### src/rtl/sample_accumulator_16bit_if.sv
// Sample/result handshake bundle for sample_accumulator_16bit.
// The master side is the sample source and result consumer; the slave side is the accumulator.
interface sample_accumulator_16bit_if;
  logic        start;
  logic        clear;
  logic [15:0] sample_in;
  logic        sample_valid;
  logic        sample_ready;
  logic [15:0] result;
  logic        result_valid;
  logic        result_ready;
  logic        overflow_flag;
  logic        busy;

  modport master (
    output start, clear, sample_in, sample_valid, result_ready,
    input  sample_ready, result, result_valid, overflow_flag, busy
  );

  modport slave (
    input  start, clear, sample_in, sample_valid, result_ready,
    output sample_ready, result, result_valid, overflow_flag, busy
  );
endinterface

### src/rtl/sample_accumulator_16bit.sv
// Burst accumulator around a 16-bit ripple adder. It sums SAMPLE_COUNT samples and offers the total on a result handshake.
// Optional macro ACCUM_SATURATE_EN clamps the accumulator to 16'hFFFF once a carry has occurred in the burst.
module adder_16bit (
  input  logic [15:0] a,
  input  logic [15:0] b,
  input  logic        carry_in,
  output logic [15:0] sum,
  output logic        overflow
);
  logic [16:0] carry;

  always_comb begin
    carry    = '0;
    sum      = '0;
    carry[0] = carry_in;
    for (int i = 0; i < 16; i++) begin
      sum[i]       = a[i] ^ b[i] ^ carry[i];
      carry[i + 1] = (a[i] & b[i]) | (carry[i] & (a[i] ^ b[i]));
    end
    overflow = carry[16];
  end
endmodule

module sample_accumulator_16bit #(
  parameter int SAMPLE_COUNT = 8,
  parameter int COUNT_BITS   = 8
) (
  input  logic                        clk,
  input  logic                        rst,
  sample_accumulator_16bit_if.slave   bus,
  output logic [1:0]                  dbg_state
);
  // Handshakes: a transfer happens on a rising edge where valid and ready are both high.
  // sample_ready is high exactly while in ACCUM; result_valid holds until result_ready is seen.
  typedef enum logic [1:0] {
    IDLE  = 2'd0,
    ACCUM = 2'd1,
    DONE  = 2'd2
  } state_t;

  state_t                state_q, state_d;
  logic [15:0]           acc_q, acc_d;
  logic [COUNT_BITS-1:0] count_q, count_d;
  logic [15:0]           result_q, result_d;
  logic                  result_valid_q, result_valid_d;
  logic                  sample_ready_q, sample_ready_d;
  logic                  overflow_q, overflow_d;
  logic                  busy_q, busy_d;

  logic [15:0] add_sum;
  logic        add_ovf;
  logic [15:0] acc_next;
  logic        last_sample;

  adder_16bit u_adder (
    .a        (acc_q),
    .b        (bus.sample_in),
    .carry_in (1'b0),
    .sum      (add_sum),
    .overflow (add_ovf)
  );

`ifdef ACCUM_SATURATE_EN
  // Once the burst has carried, every further accept pins the total at full scale.
  assign acc_next = (add_ovf || overflow_q) ? 16'hFFFF : add_sum;
`else
  assign acc_next = add_sum;
`endif

  assign last_sample = (count_q == COUNT_BITS'(SAMPLE_COUNT - 1));

  always_comb begin
    state_d        = state_q;
    acc_d          = acc_q;
    count_d        = count_q;
    result_d       = result_q;
    result_valid_d = result_valid_q;
    sample_ready_d = sample_ready_q;
    overflow_d     = overflow_q;
    busy_d         = busy_q;
    if (bus.clear) begin
      // Abort keeps acc, result and overflow_flag; only control state is dropped.
      state_d        = IDLE;
      result_valid_d = 1'b0;
      sample_ready_d = 1'b0;
      busy_d         = 1'b0;
    end else begin
      case (state_q)
        IDLE: begin
          if (bus.start) begin
            acc_d          = '0;
            count_d        = '0;
            overflow_d     = 1'b0;
            sample_ready_d = 1'b1;
            busy_d         = 1'b1;
            state_d        = ACCUM;
          end
        end
        ACCUM: begin
          if (bus.sample_valid && sample_ready_q) begin
            acc_d      = acc_next;
            overflow_d = overflow_q | add_ovf;
            count_d    = count_q + COUNT_BITS'(1);
            if (last_sample) begin
              result_d       = acc_next;
              result_valid_d = 1'b1;
              sample_ready_d = 1'b0;
              state_d        = DONE;
            end
          end
        end
        DONE: begin
          if (bus.result_ready) begin
            result_valid_d = 1'b0;
            busy_d         = 1'b0;
            state_d        = IDLE;
          end
        end
        default: begin
          state_d        = IDLE;
          result_valid_d = 1'b0;
          sample_ready_d = 1'b0;
          busy_d         = 1'b0;
        end
      endcase
    end
  end

  always_ff @(posedge clk) begin
    if (rst) begin
      state_q        <= IDLE;
      acc_q          <= '0;
      count_q        <= '0;
      result_q       <= '0;
      result_valid_q <= 1'b0;
      sample_ready_q <= 1'b0;
      overflow_q     <= 1'b0;
      busy_q         <= 1'b0;
    end else begin
      state_q        <= state_d;
      acc_q          <= acc_d;
      count_q        <= count_d;
      result_q       <= result_d;
      result_valid_q <= result_valid_d;
      sample_ready_q <= sample_ready_d;
      overflow_q     <= overflow_d;
      busy_q         <= busy_d;
    end
  end

  assign bus.result        = result_q;
  assign bus.result_valid  = result_valid_q;
  assign bus.sample_ready  = sample_ready_q;
  assign bus.overflow_flag = overflow_q;
  assign bus.busy          = busy_q;
  assign dbg_state         = state_q;

  // Unknown control or data while out of reset would make the burst total meaningless.
  always @(posedge clk) begin
    if (!rst) begin
      assert (!$isunknown({bus.start, bus.clear, bus.sample_valid, bus.result_ready}))
        else $error("sample_accumulator_16bit: X/Z on control input");
      assert (!$isunknown(bus.sample_in))
        else $error("sample_accumulator_16bit: X/Z on sample_in");
    end
  end
endmodule

### src/flat_wrapper.sv
// flat-port wrapper written by rule: the top's interface ports become plain ports
module sample_accumulator_16bit_flat 
#(
  parameter int SAMPLE_COUNT = 8,
  parameter int COUNT_BITS   = 8
)
  (clk, rst, dbg_state, bus_start, bus_clear, bus_sample_in, bus_sample_valid, bus_result_ready, bus_sample_ready, bus_result, bus_result_valid, bus_overflow_flag, bus_busy);
  sample_accumulator_16bit_if bus_i ();
  input  logic clk;
  input  logic rst;
  output logic [1:0] dbg_state;
  input wire logic [$bits(bus_i.start)-1:0] bus_start;
  input wire logic [$bits(bus_i.clear)-1:0] bus_clear;
  input wire logic [$bits(bus_i.sample_in)-1:0] bus_sample_in;
  input wire logic [$bits(bus_i.sample_valid)-1:0] bus_sample_valid;
  input wire logic [$bits(bus_i.result_ready)-1:0] bus_result_ready;
  output wire logic [$bits(bus_i.sample_ready)-1:0] bus_sample_ready;
  output wire logic [$bits(bus_i.result)-1:0] bus_result;
  output wire logic [$bits(bus_i.result_valid)-1:0] bus_result_valid;
  output wire logic [$bits(bus_i.overflow_flag)-1:0] bus_overflow_flag;
  output wire logic [$bits(bus_i.busy)-1:0] bus_busy;
  assign bus_i.start = bus_start;
  assign bus_i.clear = bus_clear;
  assign bus_i.sample_in = bus_sample_in;
  assign bus_i.sample_valid = bus_sample_valid;
  assign bus_i.result_ready = bus_result_ready;
  assign bus_sample_ready = bus_i.sample_ready;
  assign bus_result = bus_i.result;
  assign bus_result_valid = bus_i.result_valid;
  assign bus_overflow_flag = bus_i.overflow_flag;
  assign bus_busy = bus_i.busy;
  sample_accumulator_16bit #(.SAMPLE_COUNT(SAMPLE_COUNT), .COUNT_BITS(COUNT_BITS)) u_core (.clk(clk), .rst(rst), .bus(bus_i), .dbg_state(dbg_state));
endmodule
### config.mk
export PLATFORM = sky130hd
export DESIGN_NAME = sample_accumulator_16bit_flat
export DESIGN_NICKNAME = d
export VERILOG_FILES = /design/src/rtl/sample_accumulator_16bit_if.sv /design/src/rtl/sample_accumulator_16bit.sv /design/src/flat_wrapper.sv
export SDC_FILE = /design/constraint.sdc
export NUM_CORES = 1
export LEC_CHECK = 0
export BUFFER_PORTS_ARGS = -buffer_cell sky130_fd_sc_hd__buf_2
export CAP_MARGIN = 5
export CORE_MARGIN = 8
export CORE_UTILIZATION = 45
export CTS_CLUSTER_DIAMETER = 50
export DETAILED_ROUTE_END_ITERATION = 16
export PLACE_DENSITY = 0.67
export SLEW_MARGIN = 20
export SYNTH_ARGS = -nofsm -noshare
export SYNTH_HDL_FRONTEND = slang
export SYNTH_SLANG_ARGS = --single-unit
### constraint.sdc
create_clock -name clk -period 11.1 [get_ports clk]
set_input_delay 2.22 -clock clk [delete_from_list [all_inputs] [get_ports clk]]
set_output_delay 2.22 -clock clk [all_outputs]
set_load 0.03 [all_outputs]
==> key figures <==
Run status
  • Result of the run: completed

STA
  • Number of max-slew violations in the final report: 0
  • Final Cycle Share: 75.7%
  • Max Clock Skew: 0.00506 ns
  • Post-route setup TNS: 0 ns
  • Final min period: 8.40 ns
  • Actual slew at the worst max-slew pin: 0.891 ns
  • Max-Slew Margin vs Limit: 40.1%
  • Setup violators final: 0
  • Final hold vios: 0
  • Max frequency: 119 MHz
  • RSZ-0062 raised after global routing: no

Power and ir drop
  • Total power of the final layout: 0.000319 W
  • Peak supply drop: 0.0626 mV
  • Total power density per cell area: 119 mW/mm^2
  • Leakage Power: 1.00 nW

Route
  • Via count: 1861
  • Detailed Route Iter0 Violations: 79
  • DRC Markers: 0
  • Via density per instance: 4.99
  • Average wire per standard cell: 13.5 um
  • Final wirelength: 5020 um
  • Count of antenna-violating nets left after detailed routing: 0
  • Number of detailed-routing iterations run before antenna repair: 4

Floorplan
  • Vertical die dimension: 88.5 um
  • Number of top-level pins: 44
  • Initial core utilization: 46.5%
  • Die area: 0.00782 mm^2
  • Core area: 0.00507 mm^2
  • Die X-Extent: 88.5 um
  • Site row count: 26

Finish
  • Final cell utilization of the core: 52.7%
  • Final standard cell area without fillers: 0.00268 mm^2
  • Fill cell count: 501
  • Layout cells sized above 1: 19.1%
  • Inserted Diodes: 0
  • Post-layout nets: 342
  • Number of standard cells in the layout, taps in and fillers out: 373
  • Layout-stage area growth over the synthesis result: 13.3%

Worst setup path
  • WP data required: 11.32 ns
  • Critical setup path kind: input port to register
  • Worst setup EP type: register
  • CP startpoint kind: input port
  • Worst-path maximum fanout: 2
  • CP Data Arrival Time: 8.63 ns
  • Cell depth of the worst flop-to-flop path: 21

GRT
  • Number of antenna violations at the first check in global routing: 0
  • Pin count of the biggest net entering global routing: 42
  • GRT Overall Usage: 13.2%
  • Overflow left after global routing: 0
  • Wire length of the first global-routing pass: 8110 um
  • Vias in the first global route: 1755

Clocking
  • Maximum buffer depth of the clock tree: 2
  • Clock transition at the register clock pins on the worst setup and hold paths after CTS: 0.08 ns
  • Skew-Pair Late Insertion Delay: 0.29 ns
  • CTS Sinks: 46
  • H-tree levels: 2
  • Post-CTS Setup Inserts: 0
  • Clock buffer count from CTS: 5
  • Root Driver: clkbuf_8
  • Hold Buf Count CTS: 0
  • TritonCTS clock tree: yes
  • Resize count post-CTS: 0

Synthesis
  • Synthesis Warnings: 0
  • Sequential fraction of the synthesis area: 39.0%
  • Number of synthesized flops with an enable pin: 0
  • Post-Syn Nets: 308
  • Leading cell type by number of instances after synthesis: dfxtp_1
  • Gate Count Post-Synth: 269
  • Average footprint of a synthesized cell: 8.78 um^2
  • Yosys cell types: 39
  • Leading cell types by total area after synthesis: dfxtp_1 (39%), fa_1 (13%), a21oi_1 (7.8%)
  • Fraction of synthesized cell area taken by the top area cell type: 39.0%
  • Post-synth top area cell: dfxtp_1
  • Leading register cell type out of synthesis: dfxtp_1
  • Async SR Flop Fraction: 0%
  • Post-Synthesis Cell Area: 0.00236 mm^2
  • Yosys reg bits: 46
  • Cell types with the highest counts after synthesis: dfxtp_1 (46), nand2_1 (40), a21oi_1 (37)

Placed design
  • Cell total after placement: 366
  • Buffers added on ports: 43
  • Cell Area, Placed: 0.00256 mm^2
  • Post-DP HPWL: 3660 um
  • Last weighted congestion value of the routability-driven placer: 0.879

Worst hold path
  • Hold depth: 2
  • Path class of the lowest-slack min-delay path: register to register

Job
  • Number of max-cap violations: 0
[report_power, final]
part            total, W  switching [W]  internal, W
sequential      0.000167     0.00000127     0.000166
combinational  0.0000254      0.0000159   0.00000942
clock           0.000126      0.0000539    0.0000720
total           0.000319      0.0000711     0.000248
[logic make-up (layout without fill, tap and decap cells)]
kind of cell | Yosys count | count (layout) | synth area share [%]
fa+ha+maj | 17 | 17 | 13.8
xor+xnor | 4 | 4 | 1.48
compound gates | 53 | 53 | 12.6
flops | 46 | 46 | 39.0
buf+inv | 47 | 81 | 9.69
simple gates | 102 | 102 | 23.5
[state kept, by name, summed over array words and instances, names as in the netlist]
signal	count
u_core.bus.result	16
u_core.acc_q	16
u_core.count_q	8
u_core.dbg_state	2
u_core.bus.overflow_flag	1
u_core.bus.busy	1
u_core.bus.sample_ready	1
u_core.bus.result_valid	1
[cells in the final DEF (no fill, tap or decap), types with 4 or more instances in the layout]
master    instances
dfxtp_1          46
buf_2            43
nand2_1          40
a21oi_1          37
inv_1            31
or3_1            15
fa_1             15
nand2b_1          8
nor2_1            8
nor3_1            6
nand3_1           6
clkbuf_8          6
o21ai_0           5
or2b_1            5
xor2_1            4
[layer usage]
metal | part of all wire [%] | vias up | track usage, %
li1 | - | 940 | -
met2 | 47 | 40 | 21.2
met1 | 45 | 872 | 16.4
met3 | 5.9 | 9 | 3.25
met5 | 0 | - | 0
met4 | 1.9 | 0 | 5.68
[worst max-delay path: stages]
cell and delay, ns:
buf_2 0.08, ha_1 0.13, inv_1 0.05, fa_1 0.38, fa_1 0.39, fa_1 0.38, fa_1 0.38, fa_1 0.38
fa_1 0.40, fa_1 0.40, fa_1 0.40, fa_1 0.41, fa_1 0.40, fa_1 0.39, fa_1 0.38, inv_1 0.08
fa_1 0.19, fa_1 0.16, inv_1 0.05, fa_1 0.44, or3_1 0.39, a21oi_1 0.14
[path summary, 6_finish.rpt]
check | from | endpoint | slack (ns)
hold / removal | u_core.bus.result[3] | u_core.bus.result[3] | 0.45
hold reg to reg | u_core.bus.result[3] | u_core.bus.result[3] | 0.45
setup reg to reg | u_core.acc_q[0] | u_core.acc_q[15] | 4.35
setup / recovery | bus_sample_in[0] | u_core.acc_q[15] | 2.70
[cell type report]
type	count	area [um^2]	share of cell area [%]
Sequential cell	46	921	34.4
Tap cell	70	87.6	3.27
Clock buffer	6	82.6	3.09
Clock inverter	1	30.0	1.12
Multi-Input combinational cell	176	1220	45.7
Timing Repair Buffer	43	215	8.04
Inverter	31	116	4.35
[metrics by stage]
stage               hold slack, ns  setup slack [ns]
floorplan                    0.432              2.79
global placement             0.436              2.51
detailed placement           0.445              2.37
CTS                          0.457              2.68
global route                 0.471              2.41
finish                       0.451              2.70
No activity file was read; power rests on OpenSTA's default activity.
